===== src/rtl/systolic_pkg.sv =====
// systolic_pkg -- shared definitions for the systolic array controller.
//   state_t     : controller FSM state encoding (3 bits)
//   DEF_*       : default array dimension, operand width and reduction length
//   FLUSH_LEN   : wavefront drain length (2N-1) for the default array size
//   flush_len() : drain length for an arbitrary array dimension
package systolic_pkg;

    localparam int unsigned DEF_N      = 4;
    localparam int unsigned DEF_DATA_W = 8;
    localparam int unsigned DEF_K_MAX  = 16;

    function automatic int unsigned flush_len(input int unsigned n);
        return 2 * n - 1;
    endfunction

    localparam int unsigned FLUSH_LEN = flush_len(DEF_N);

    typedef enum logic [2:0] {
        IDLE  = 3'd0,
        CLEAR = 3'd1,
        FEED  = 3'd2,
        FLUSH = 3'd3,
        DONE  = 3'd4
    } state_t;

endpackage


===== src/rtl/systolic_skew.sv =====
// systolic_skew -- per-lane skew delay line with valid tracking.
// Ports:
//   clk, rst_n : clock, asynchronous active-low reset
//   in_valid   : in_data carries a real operand this cycle
//   in_data    : operand from the buffer read port (DATA_W bits)
//   out_data   : in_data delayed DEPTH cycles, forced to 0 when its valid is low
// DEPTH = 0 is a purely combinational gate.
module systolic_skew #(
    parameter int unsigned DEPTH  = 0,
    parameter int unsigned DATA_W = 8
) (
    input  logic              clk,
    input  logic              rst_n,
    input  logic              in_valid,
    input  logic [DATA_W-1:0] in_data,
    output logic [DATA_W-1:0] out_data
);

    if (DEPTH == 0) begin : g_comb
        logic unused_clk_rst;
        assign unused_clk_rst = clk ^ rst_n;
        assign out_data = in_valid ? in_data : '0;
    end else begin : g_pipe
        logic [DATA_W-1:0] data_q [DEPTH];
        logic [DEPTH-1:0]  vld_q;

        always_ff @(posedge clk or negedge rst_n) begin
            if (!rst_n) begin
                vld_q <= '0;
                for (int unsigned s = 0; s < DEPTH; s++) begin
                    data_q[s] <= '0;
                end
            end else begin
                vld_q[0]  <= in_valid;
                data_q[0] <= in_data;
                for (int unsigned s = 1; s < DEPTH; s++) begin
                    vld_q[s]  <= vld_q[s-1];
                    data_q[s] <= data_q[s-1];
                end
            end
        end

        assign out_data = vld_q[DEPTH-1] ? data_q[DEPTH-1] : '0;
    end

endmodule


===== src/rtl/systolic_ctrl.sv =====
// systolic_ctrl -- sequencing controller for the NxN PE_core systolic array.
// Clears accumulators, streams k_len operand columns with per-lane skew into
// the array edges, waits for the wavefront to drain, then hands off the result.
// Ports:
//   clk, rst_n              : clock, asynchronous active-low reset
//   start, k_len            : job request and reduction length (sampled in IDLE)
//   busy                    : controller not in IDLE
//   acc_clr                 : accumulator clear to all PEs
//   a/b_rd_en, a/b_rd_addr  : operand buffer read strobe and column index
//   a/b_rd_data             : buffer read data, 1-cycle latency, N lanes
//   a_feed, b_feed          : skewed operands into row/column edges of the array
//   res_valid, res_ready    : result handshake; done = res_valid & res_ready
//   perf_cycles, perf_stall : only with SYS_CTRL_PERF_EN defined
module systolic_ctrl
    import systolic_pkg::*;
#(
    parameter int unsigned N      = DEF_N,
    parameter int unsigned DATA_W = DEF_DATA_W,
    parameter int unsigned K_MAX  = DEF_K_MAX,
    parameter int unsigned K_W    = $clog2(K_MAX + 1)
) (
    input  logic                clk,
    input  logic                rst_n,
    input  logic                start,
    input  logic [K_W-1:0]      k_len,
    output logic                busy,
    output logic                acc_clr,
    output logic                a_rd_en,
    output logic                b_rd_en,
    output logic [K_W-1:0]      a_rd_addr,
    output logic [K_W-1:0]      b_rd_addr,
    input  logic [N*DATA_W-1:0] a_rd_data,
    input  logic [N*DATA_W-1:0] b_rd_data,
    output logic [N*DATA_W-1:0] a_feed,
    output logic [N*DATA_W-1:0] b_feed,
    output logic                res_valid,
    input  logic                res_ready,
`ifdef SYS_CTRL_PERF_EN
    output logic [31:0]         perf_cycles,
    output logic [15:0]         perf_stall,
`endif
    output logic                done
);

    localparam int unsigned FLUSH_CYC = (N == DEF_N) ? FLUSH_LEN : flush_len(N);
    localparam int unsigned PH_W      = (FLUSH_CYC > 1) ? $clog2(FLUSH_CYC) : 1;

    state_t          state, state_nx;
    logic [K_W-1:0]  k_lat;
    logic [K_W-1:0]  addr_cnt;
    logic [PH_W-1:0] ph_cnt;
    logic            rd_vld;
    logic            accept;

    always_ff @(posedge clk or negedge rst_n) begin
        if (!rst_n) begin
            state    <= IDLE;
            k_lat    <= '0;
            addr_cnt <= '0;
            ph_cnt   <= '0;
            rd_vld   <= 1'b0;
        end else begin
            state    <= state_nx;
            // Buffer has one cycle of read latency; valid follows the strobe.
            rd_vld   <= a_rd_en;
            if (accept) begin
                k_lat <= (k_len > K_W'(K_MAX)) ? K_W'(K_MAX) : k_len;
            end
            addr_cnt <= (state == FEED)  ? addr_cnt + 1'b1 : '0;
            ph_cnt   <= (state == FLUSH) ? ph_cnt + 1'b1   : '0;
        end
    end

    always_comb begin
        state_nx  = state;
        accept    = 1'b0;
        busy      = 1'b0;
        acc_clr   = 1'b0;
        a_rd_en   = 1'b0;
        res_valid = 1'b0;
        done      = 1'b0;
        case (state)
            IDLE: begin
                if (start) begin
                    accept   = 1'b1;
                    state_nx = CLEAR;
                end
            end
            CLEAR: begin
                busy     = 1'b1;
                acc_clr  = 1'b1;
                state_nx = (k_lat == '0) ? DONE : FEED;
            end
            FEED: begin
                busy    = 1'b1;
                a_rd_en = 1'b1;
                if (addr_cnt == k_lat - 1'b1) begin
                    state_nx = FLUSH;
                end
            end
            FLUSH: begin
                busy = 1'b1;
                if (ph_cnt == PH_W'(FLUSH_CYC - 1)) begin
                    state_nx = DONE;
                end
            end
            DONE: begin
                busy      = 1'b1;
                res_valid = 1'b1;
                if (res_ready) begin
                    done     = 1'b1;
                    state_nx = IDLE;
                end
            end
            default: state_nx = IDLE;
        endcase
    end

    assign b_rd_en   = a_rd_en;
    assign a_rd_addr = a_rd_en ? addr_cnt : '0;
    assign b_rd_addr = a_rd_addr;

    for (genvar i = 0; i < N; i++) begin : g_lane
        systolic_skew #(.DEPTH(i), .DATA_W(DATA_W)) u_skew_a (
            .clk      (clk),
            .rst_n    (rst_n),
            .in_valid (rd_vld),
            .in_data  (a_rd_data[i*DATA_W +: DATA_W]),
            .out_data (a_feed[i*DATA_W +: DATA_W])
        );
        systolic_skew #(.DEPTH(i), .DATA_W(DATA_W)) u_skew_b (
            .clk      (clk),
            .rst_n    (rst_n),
            .in_valid (rd_vld),
            .in_data  (b_rd_data[i*DATA_W +: DATA_W]),
            .out_data (b_feed[i*DATA_W +: DATA_W])
        );
    end

`ifdef SYS_CTRL_PERF_EN
    // perf_cycles starts at 1 on the accepting edge so it equals the
    // res_valid rise cycle number; it then freezes until the next start.
    always_ff @(posedge clk or negedge rst_n) begin
        if (!rst_n) begin
            perf_cycles <= '0;
            perf_stall  <= '0;
        end else if (accept) begin
            perf_cycles <= 32'd1;
            perf_stall  <= '0;
        end else begin
            if (state == CLEAR || state == FEED || state == FLUSH) begin
                perf_cycles <= perf_cycles + 32'd1;
            end
            if (state == DONE && !res_ready && perf_stall != '1) begin
                perf_stall <= perf_stall + 16'd1;
            end
        end
    end
`endif

endmodule


===== config.mk =====
export PLATFORM = sky130hd
export DESIGN_NAME = systolic_ctrl
export DESIGN_NICKNAME = d
export VERILOG_FILES = /design/src/rtl/systolic_pkg.sv /design/src/rtl/systolic_skew.sv /design/src/rtl/systolic_ctrl.sv
export SDC_FILE = /design/constraint.sdc
export NUM_CORES = 1
export LEC_CHECK = 0
export ABC_AREA = 1
export CAP_MARGIN = 20
export CORE_MARGIN = 2
export CORE_UTILIZATION = 48
export DETAILED_ROUTE_END_ITERATION = 6
export PLACE_DENSITY = 0.85
export SYNTH_ARGS = -nofsm -noshare
export SYNTH_HDL_FRONTEND = slang
export SYNTH_HIERARCHICAL = 1
export SYNTH_SLANG_ARGS = --single-unit

===== constraint.sdc =====
create_clock -name clk -period 2.2 [get_ports clk]
set_input_delay 0.33 -clock clk [delete_from_list [all_inputs] [get_ports clk]]
set_output_delay 0.33 -clock clk [all_outputs]
set_load 0.01 [all_outputs]

Word level (Yosys, flattened, before mapping)

Index checks and enable logic that the tools add are counted.

Multiplexer cells: 26
$add $sub $neg: 3
Reduce and logical (&&, ||, !) cells: 4
$lt $le $gt $ge: 1
Equal/unequal tests: 10

Operators by type and width:

| operator                                                            | number |
|---|---|
| 8-bit two-way mux                                                   | 8 |
| 3-bit two-way mux                                                   | 6 |
| 5-bit two-way mux                                                   | 3 |
| 3-bit one-hot mux with 5 select lines                               | 1 |
| 1-bit two-way mux                                                   | 8 |
| 3-bit by 2-bit == test with 1-bit output (second input constant)    | 2 |
| 3-bit == test (second input constant)                               | 2 |
| 5-bit by 1-bit adder with 5-bit output (second input constant)      | 1 |
| 5-bit == test                                                       | 1 |
| 5-bit greater-than comparator (second input constant)               | 1 |
| 5-bit zero test                                                     | 1 |
| 5-bit by 1-bit subtractor with 5-bit output (second input constant) | 1 |
| 2-bit by 1-bit != test with 1-bit output (second input constant)    | 2 |
| 2-bit != test (second input constant)                               | 2 |
| 4-bit AND reduction                                                 | 1 |
| 4-bit OR reduction                                                  | 1 |
| 3-bit by 1-bit adder with 3-bit output (second input constant)      | 1 |
| 3-bit by 1-bit == test with 1-bit output (second input constant)    | 1 |
| 3-bit zero test                                                     | 1 |

Logic and storage cells: 66
Register bits: 124
Input port bits: 73
Output and inout port bits: 80

Logic depth before layout (Yosys ltp)

Gate-level depths: netlist of run 1.

Word-level depth: 4
Gate-level depth with buffers: 11

By module

The synthesis of run 1 kept the hierarchy.

Modules (own cells, without submodules):

| module                                  | cells an instance | area each (um^2) | times used |
|---|---|---|---|
| systolic_skew at g_lane[3].u_skew_a ... | 44                | 740.7            | 2 |
| systolic_ctrl                           | 133               | 1058.5           | 1 |
| systolic_skew at g_lane[2].u_skew_a ... | 35                | 515.5            | 2 |
| systolic_skew at g_lane[1].u_skew_a ... | 26                | 290.3            | 2 |
| systolic_skew at g_lane[0].u_skew_a ... | 17                | 65.1             | 2 |

Least setup slack after synthesis of run 1

OpenSTA, ideal clock, no wires.

Kind: register to output
From: register state[0]
To: output port b_rd_addr[2]
Path slack: 0.573 ns
Arrival time: 1.297 ns
Data required time: 1.870 ns
Stages on the path, launching flop included: 5
Cells stage by stage: dfrtp_1 > nor3_4 > inv_2 > nor2_1 > buf_4

Cells in the longest elaborated chain, start to end: 3

RTL lines:

| element                                  | RTL line             | source |
|---|---|---|
| from (decl)                              | systolic_ctrl.sv:48  | `state_t state, state_nx;` |
| from (signal assigned)                   | systolic_ctrl.sv:63  | `state <= state_nx;` |
| 3-bit by 2-bit == test with 1-bit output | systolic_ctrl.sv:82  | `case (state)` |
| 1-bit two-way mux                        | systolic_ctrl.sv:82  |  |
| named net a_rd_en                        | systolic_ctrl.sv:28  | `output logic a_rd_en,` |
| 5-bit two-way mux                        | systolic_ctrl.sv:120 | `assign a_rd_addr = a_rd_en ? addr_cnt : '0;` |
| to (decl)                                | systolic_ctrl.sv:31  | `output logic [K_W-1:0] b_rd_addr,` |

The timed path passes the listed nets, and every way through them passes these cells.

Worst setup path in the final report of run 1

From: register state[2]
To: output port b_rd_addr[1]

Cells in the longest elaborated chain, start to end: 3

RTL lines:

| element                                  | RTL line |
|---|---|
| 3-bit by 2-bit == test with 1-bit output | systolic_ctrl.sv:82 |
| 1-bit two-way mux                        | systolic_ctrl.sv:82 |
| 5-bit two-way mux                        | systolic_ctrl.sv:120 |

Every way passes these cells.

==> run metrics, run 1 <==
routing usage on met3 0.05532; clk sinks 125; layout net count 617; Post-DP HPWL 6294 um; DIE AREA 0.009691 mm^2; H-tree level count 4; register area share after synthesis 0.7306; Post-Synth Adder-Cell Area 0.01169; post-synthesis xor/xnor area fraction 0.006137; Netlist cell types 25; Worst Path Max Fanout 8; PD cells 1183 mW/mm^2; num rows 34; most frequent cells in the layout clkdlybuf4s50_1 (136), dfrtp_1 (123), inv_1 (86); Slew Viols, Final 0; initial antenna violation count 0; highest-delay cell along the critical path dfrtp_1; root buffer cell clkbuf_8; Area after DPL between 0.005 and 0.006 mm^2; vias in the first global route 3086; commonest non-fill, non-tap cell in the layout clkdlybuf4s50_1; most used routing layer met2; largest net degree at the start of global routing 52; Buffers & Inverters on Critical Path 2; synthesized area 0.004282 mm^2; Max Fclk 0.4816 GHz; status completed; Clock Tree Buf Depth 2; CP Cell Sequence nor3_4, inv_2, nor2_1, dlygate4sd2_1; I/O pins between 150 and 200; vias per inst 4.398; Slew HR 0.6315; Critical Path Source Type flop; core area 0.008678 mm^2; initial drt markers 115; residual DRC count 0; CP Capture Type output pin; multiplexer share of the synthesized area 0; TritonCTS clock tree built; met1 usage 0.2456; Post-synth EDFFs 0; total chip power 7.675 mW; die width roughly 98 um; Simple-Gate Fraction of Synth Area 0.1312; Final Hold Vio Count 0; Pleak 3.383 nW; Antenna Cells 0; final setup margin 0.1235 ns; Slew @ Worst Pin around 0.55 ns; RSZ-0062 raised after global routing yes; CP peak stage delay 0.45 ns; layout cell share with drive strength beyond 1 0.1049; syn nets 454; Clock transition at path regs approximately 0.06 ns; critical path's top delay family flip-flops; DRT Pass-1 Iters 4; Initial Util 0.4934; first-pass GRT wire length 15070 um; All-Layer GR Usage 0.2022; worst ir drop on vdd 685.2 uV; Post-CTS Setup Inserts 0; critical path class reg -> out; synthesized instance count about 380; I/O Buffers about 150; synth-to-layout area growth 51.52%; largest family of logic cells by synthesized area simple AND/OR/NAND/NOR gates; total gr overflow 0; clk_skew ~0.005 ns; Routed WL 9093 um; Main synth FF type dfrtp_1; max cap viols 0; syn_area_per_cell 11.36 um^2; TritonCTS buffer count 17; routing usage on met2 0.3527; Tmin final around 2.1 ns; pre-CTS setup slack 0.3557 ns; worst hold path type in -> reg; post-route clock period utilization 0.9439; Final setup viols 0; CP arrival between 1.5 and 2 ns; Antenna Nets Post-Route 0; worst-skew pair later-pin latency approximately 0.5 ns; die span in y approximately 98 um; YS warnings 6; wire per inst 13.76 um; CP required 1.87 ns; RePlAce Congestion 0.7870; Yosys reg bits approximately 130; via count 2907; post-route cell area 0.006487 mm^2; asr flop ratio synth 1.000; Synth Area in Compound Gates 0.02192
==> kinds of logic (layout without fill, tap and decap cells) <==
kind of cell / after synthesis / count (layout)
AND/OR/NAND/NOR: 127 / 127
XOR/XNOR: 3 / 3
adder cells (fa/ha/maj): 4 / 4
flip-flops: 125 / 125
buffers and inverters: 103 / 279
AO/OA/AOI/OAI: 15 / 15
==> synthesized netlist by cell type, types with 2 or more instances <==
cell type    n  area share
nand3_1     11       0.013
xnor2_1      2      0.0041
buf_4        6       0.011
nand4_1      2      0.0029
dfrtp_1    125        0.73
a21oi_1      6      0.0070
buf_2        8      0.0094
nor2_1      14       0.012
inv_2        2      0.0018
nand2_1     86       0.075
o21ai_0      6      0.0070
ha_1         4       0.012
nor2_2       5      0.0073
nand2_2      4      0.0058
inv_1       86       0.075
==> layer usage <==
layer | wire length, um | part of all wire | vias to the layer above
li1 | - | - | 1417
met1 | 3636 | 0.40 | 1389
met2 | 4926 | 0.54 | 89
met3 | 404 | 0.044 | 12
met4 | 125 | 0.014 | 0
met5 | 0 | 0 | -
==> state kept, by name, summed over array words and instances (netlist names) <==
| register | cells |
|---|---|
| g_lane.u_skew_a/g_pipe.vld_q | 6 |
| ph_cnt | 3 |
| state | 3 |
| k_lat | 5 |
| g_lane.u_skew_b/g_pipe.vld_q | 6 |
| g_lane.u_skew_a/g_pipe.data_q | 48 |
| rd_vld | 1 |
| g_lane.u_skew_b/g_pipe.data_q | 48 |
| addr_cnt | 5 |
==> per-stage QoR <==
stage	util	hold slack, ns	std cells	TNS (ns)
after detailed placement	0.6799	0.3347	628	0
after CTS	0.7463	0.2433	661	0
after global routing	0.7475	0.2409	661	-0.005071
final	0.7475	0.2631	661	0
after global placement	0.6799	0.3316	628	0
after floorplan	-	0.03441	377	0
==> what timing repair did <==
| action | in CTS | in global routing |
|---|---|---|
| gates cloned | 0 | 0 |
| hold endpoints to repair | 42 | 0 |
| endpoints found under the setup margin | 30 | 5 |
| resized for setup | 17 | 5 |
| hold buffers | 1 | 0 |
==> cell type report <==
| type | instances | area [um^2] |
|---|---|---|
| sequential | 125 | 3133 |
| fill | 546 | 2191 |
| clock buffer | 18 | 417.9 |
| timing repair buffer | 158 | 1569 |
| tap | 108 | 135.1 |
| multi-input combinational | 149 | 737.0 |
| clock inverter | 14 | 158.9 |
| inverter | 89 | 336.6 |
==> report_power, final <==
| part | switching [mW] | total, mW | internal, mW |
|---|---|---|---|
| logic | 1.03 | 2.09 | 1.06 |
| clock network | 1.02 | 2.66 | 1.63 |
| registers | 0.319 | 2.93 | 2.61 |
==> path summary, 6_finish.rpt <==
kind                       slack, ns                               start                                   end  cells after the start
setup reg to reg                0.69                            k_lat[0]                              state[1]                     10
min in group asynchronous       0.37                               rst_n   g_lane[3].u_skew_b/g_pipe.data_q[2]                      2
hold / removal                  0.26                       b_rd_data[28]  g_lane[3].u_skew_b/g_pipe.data_q[20]                      1
setup / recovery                0.12                            state[2]                          b_rd_addr[1]                      4
hold reg to reg                 0.34  g_lane[3].u_skew_b/g_pipe.vld_q[1]    g_lane[3].u_skew_b/g_pipe.vld_q[2]                      0
max in group asynchronous       1.17                               rst_n    g_lane[3].u_skew_a/g_pipe.vld_q[0]                      3
Power figures use the tool's default switching activity.
==> inputs of run 2 (changes only) <==
--- a/config.mk
+++ b/config.mk
@@ -10,7 +10,7 @@
 export CORE_MARGIN = 2
 export CORE_UTILIZATION = 48
 export DETAILED_ROUTE_END_ITERATION = 6
-export PLACE_DENSITY = 0.85
+export PLACE_DENSITY = 0.84
 export SYNTH_ARGS = -nofsm -noshare
 export SYNTH_HDL_FRONTEND = slang
 export SYNTH_HIERARCHICAL = 1
==> run 2 against run 1 <==
Effect of this change: combinational power hardly changed; routed wire length is 3.7% higher; utilization is 0.27 points lower; die area stayed put; fmax is 1.1% lower; final cell count is 0.15% lower; power is 1.6% lower; clock-buffer cell count is 1 higher.
==> run metrics, run 2 (synthesis results as in run 1) <==
die width 98.45 um (unchanged); Finished Layout Cells 660 (was 661); Critical Path Source Type flop (unchanged); most frequent cells in the layout clkdlybuf4s50_1 (136), dfrtp_1 (122), inv_1 (86), nand2_1 (86), clkbuf_16 (16) (was clkdlybuf4s50_1 (136), dfrtp_1 (123), inv_1 (86)); post-route clock period utilization 0.9546 (was 0.9439); Sequential Power Share 0.386 (was 0.382); Tmin final 2.100 ns (was 2.077 ns); Final setup viols 0 (unchanged); status completed (unchanged); power share of the combinational group 0.278 (was 0.272); commonest non-fill, non-tap cell in the layout clkdlybuf4s50_1 (unchanged); final hold slack 0.2513 ns (was 0.2631 ns); synth-to-layout area growth 50.96% (was 51.52%); worst ir drop on vdd 682.8 uV (was 685.2 uV); pre-CTS setup slack 0.3550 ns (was 0.3557 ns); residual DRC count 0 (unchanged); Antenna Cells 0 (unchanged); total gr overflow 0 (unchanged); Final Hold Vio Count 0 (unchanged); Area after DPL 0.005906 mm^2 (was 0.005901 mm^2); worst-skew pair later-pin latency 0.49 ns (was 0.50 ns); DIE AREA 0.009691 mm^2 (unchanged); Clock Tree Buf Depth 2 (unchanged); vias per inst 4.508 (was 4.398); DRT Pass-1 Iters 6 (was 4); Max Fclk 0.4761 GHz (was 0.4816 GHz); layout net count 616 (was 617); core area 0.008678 mm^2 (unchanged); switching share of power 0.3137 (was 0.3090); Initial Util 0.4934 (unchanged); critical path class reg -> out (unchanged); RSZ-0062 raised after global routing no (was yes); H-tree level count 4 (unchanged); Routed WL 9430 um (was 9093 um); worst hold path type in -> async (was in -> reg); multi-input logic area 732.0 um^2 (was 737.0 um^2); RePlAce Congestion 0.8043 (was 0.7870); biggest regs g_lane.u_skew_a/g_pipe.data_q: 48 flops, g_lane.u_skew_b/g_pipe.data_q: 48 flops (unchanged); layout cell share with drive strength beyond 1 0.09964 (was 0.1049); P_sw 2.370 mW (was 2.371 mW); Register Area 0.003132 mm^2 (was 0.003133 mm^2); first-pass GRT wire length 15630 um (was 15070 um); CP required 1.87 ns (about the same); Pint 5.185 mW (was 5.304 mW); clk sinks 125 (unchanged); Pleak 3.387 nW (was 3.383 nW); I/O pins 153 (unchanged); Clock power frac 0.336 (was 0.346); Antenna Nets Post-Route 0 (unchanged); TritonCTS clock tree built (unchanged); wire per inst 14.29 um (was 13.76 um); largest net degree at the start of global routing 60 (was 52); Fillers 574 (was 546); PD cells 1169 mW/mm^2 (was 1183 mW/mm^2); Setup TNS 0 ns (unchanged); TritonCTS buffer count 17 (unchanged); Slew @ Worst Pin 0.4754 ns (was 0.5527 ns); I/O Buffers 152 (unchanged); root buffer cell clkbuf_8 (unchanged); CP arrival 1.77 ns (was 1.75 ns); post-route cell area 0.006464 mm^2 (was 0.006487 mm^2); All-Layer GR Usage 0.2090 (was 0.2022); clk_skew 0.005827 ns (was 0.004971 ns); num rows 34 (unchanged); placed insts 627 (was 628); Post-DP HPWL 6767 um (was 6294 um); die span in y 98.45 um (unchanged); vias in the first global route 3170 (was 3086); Slew Viols, Final 0 (unchanged); final setup margin 0.09982 ns (was 0.1235 ns); Worst Path Max Fanout 18 (was 8); Clock transition at path regs 0.06 ns (about the same); initial drt markers 154 (was 115); CP Capture Type output pin (unchanged); initial antenna violation count 0 (unchanged); max cap viols 0 (unchanged); via count 2975 (was 2907); Slew HR 0.6789 (was 0.6315)
run 2: metal layers:
layer	vias up	GRT usage	routed length [um]
li1	1418	-	-
met1	1447	0.2484	3568
met2	102	0.3773	5361
met3	8	0.05106	430
met4	0	0.06322	70
met5	-	0	0
run 2: critical path, stage by stage, from the launching register on:
cell	delay [ns]
dfrtp_2	0.55
nand2_1	0.09
inv_1	0.08
clkdlybuf4s50_1	0.55
run 2: layout make-up:
type / count / share of cell area
Clock inverter: 13 / 0.02071
Multi-Input combinational cell: 149 / 0.1132
Sequential cell: 125 / 0.4845
Tap cell: 108 / 0.02091
Clock buffer: 19 / 0.06523
Inverter: 89 / 0.05207
Timing Repair Buffer: 157 / 0.2433
run 2: timing repair:
item                                    4_1_cts  5_1_grt
cloned                                        0        0
resized for setup                            15        3
endpoints found under the setup margin       29        3
hold buffers                                  1        0
setup buffers                                 0        0
hold endpoints to repair                     15        0
pin swaps                                     0        0
run 2: through the flow:
stage               total power, mW  utilization
floorplan                     3.975            -
global placement              4.978       0.6805
detailed placement            5.083       0.6805
CTS                           7.641       0.7441
global route                  8.016       0.7448
finish                        7.555       0.7448
run 2: worst paths after layout:
check / start / to / slack (ns) / depth (start not counted)
min in group clk: a_rd_data[14] / g_lane[1].u_skew_a/g_pipe.data_q[6] / 0.28 / 1
max in group asynchronous: rst_n / rd_vld / 1.37 / 3
setup / recovery: rd_vld / b_feed[1] / 0.1 / 3
hold / removal: rst_n / g_lane[3].u_skew_b/g_pipe.vld_q[1] / 0.25 / 2
hold reg to reg: g_lane[3].u_skew_b/g_pipe.data_q[20] / g_lane[3].u_skew_b/g_pipe.data_q[12] / 0.34 / 0
setup reg to reg: k_lat[0] / state[0] / 0.63 / 11
run 2: power by group through the flow:
| stage | clock network (mW) | logic [mW] | registers (mW) |
|---|---|---|---|
| 4_1_cts | 2.60 | 2.13 | 2.92 |
| 2_1_floorplan | 0 | 1.20 | 2.77 |
| 5_1_grt | 2.71 | 2.33 | 2.97 |
| 3_5_place_dp | 0 | 2.14 | 2.95 |
| 3_3_place_gp | 0 | 2.06 | 2.92 |
| 6_report | 2.54 | 2.10 | 2.92 |
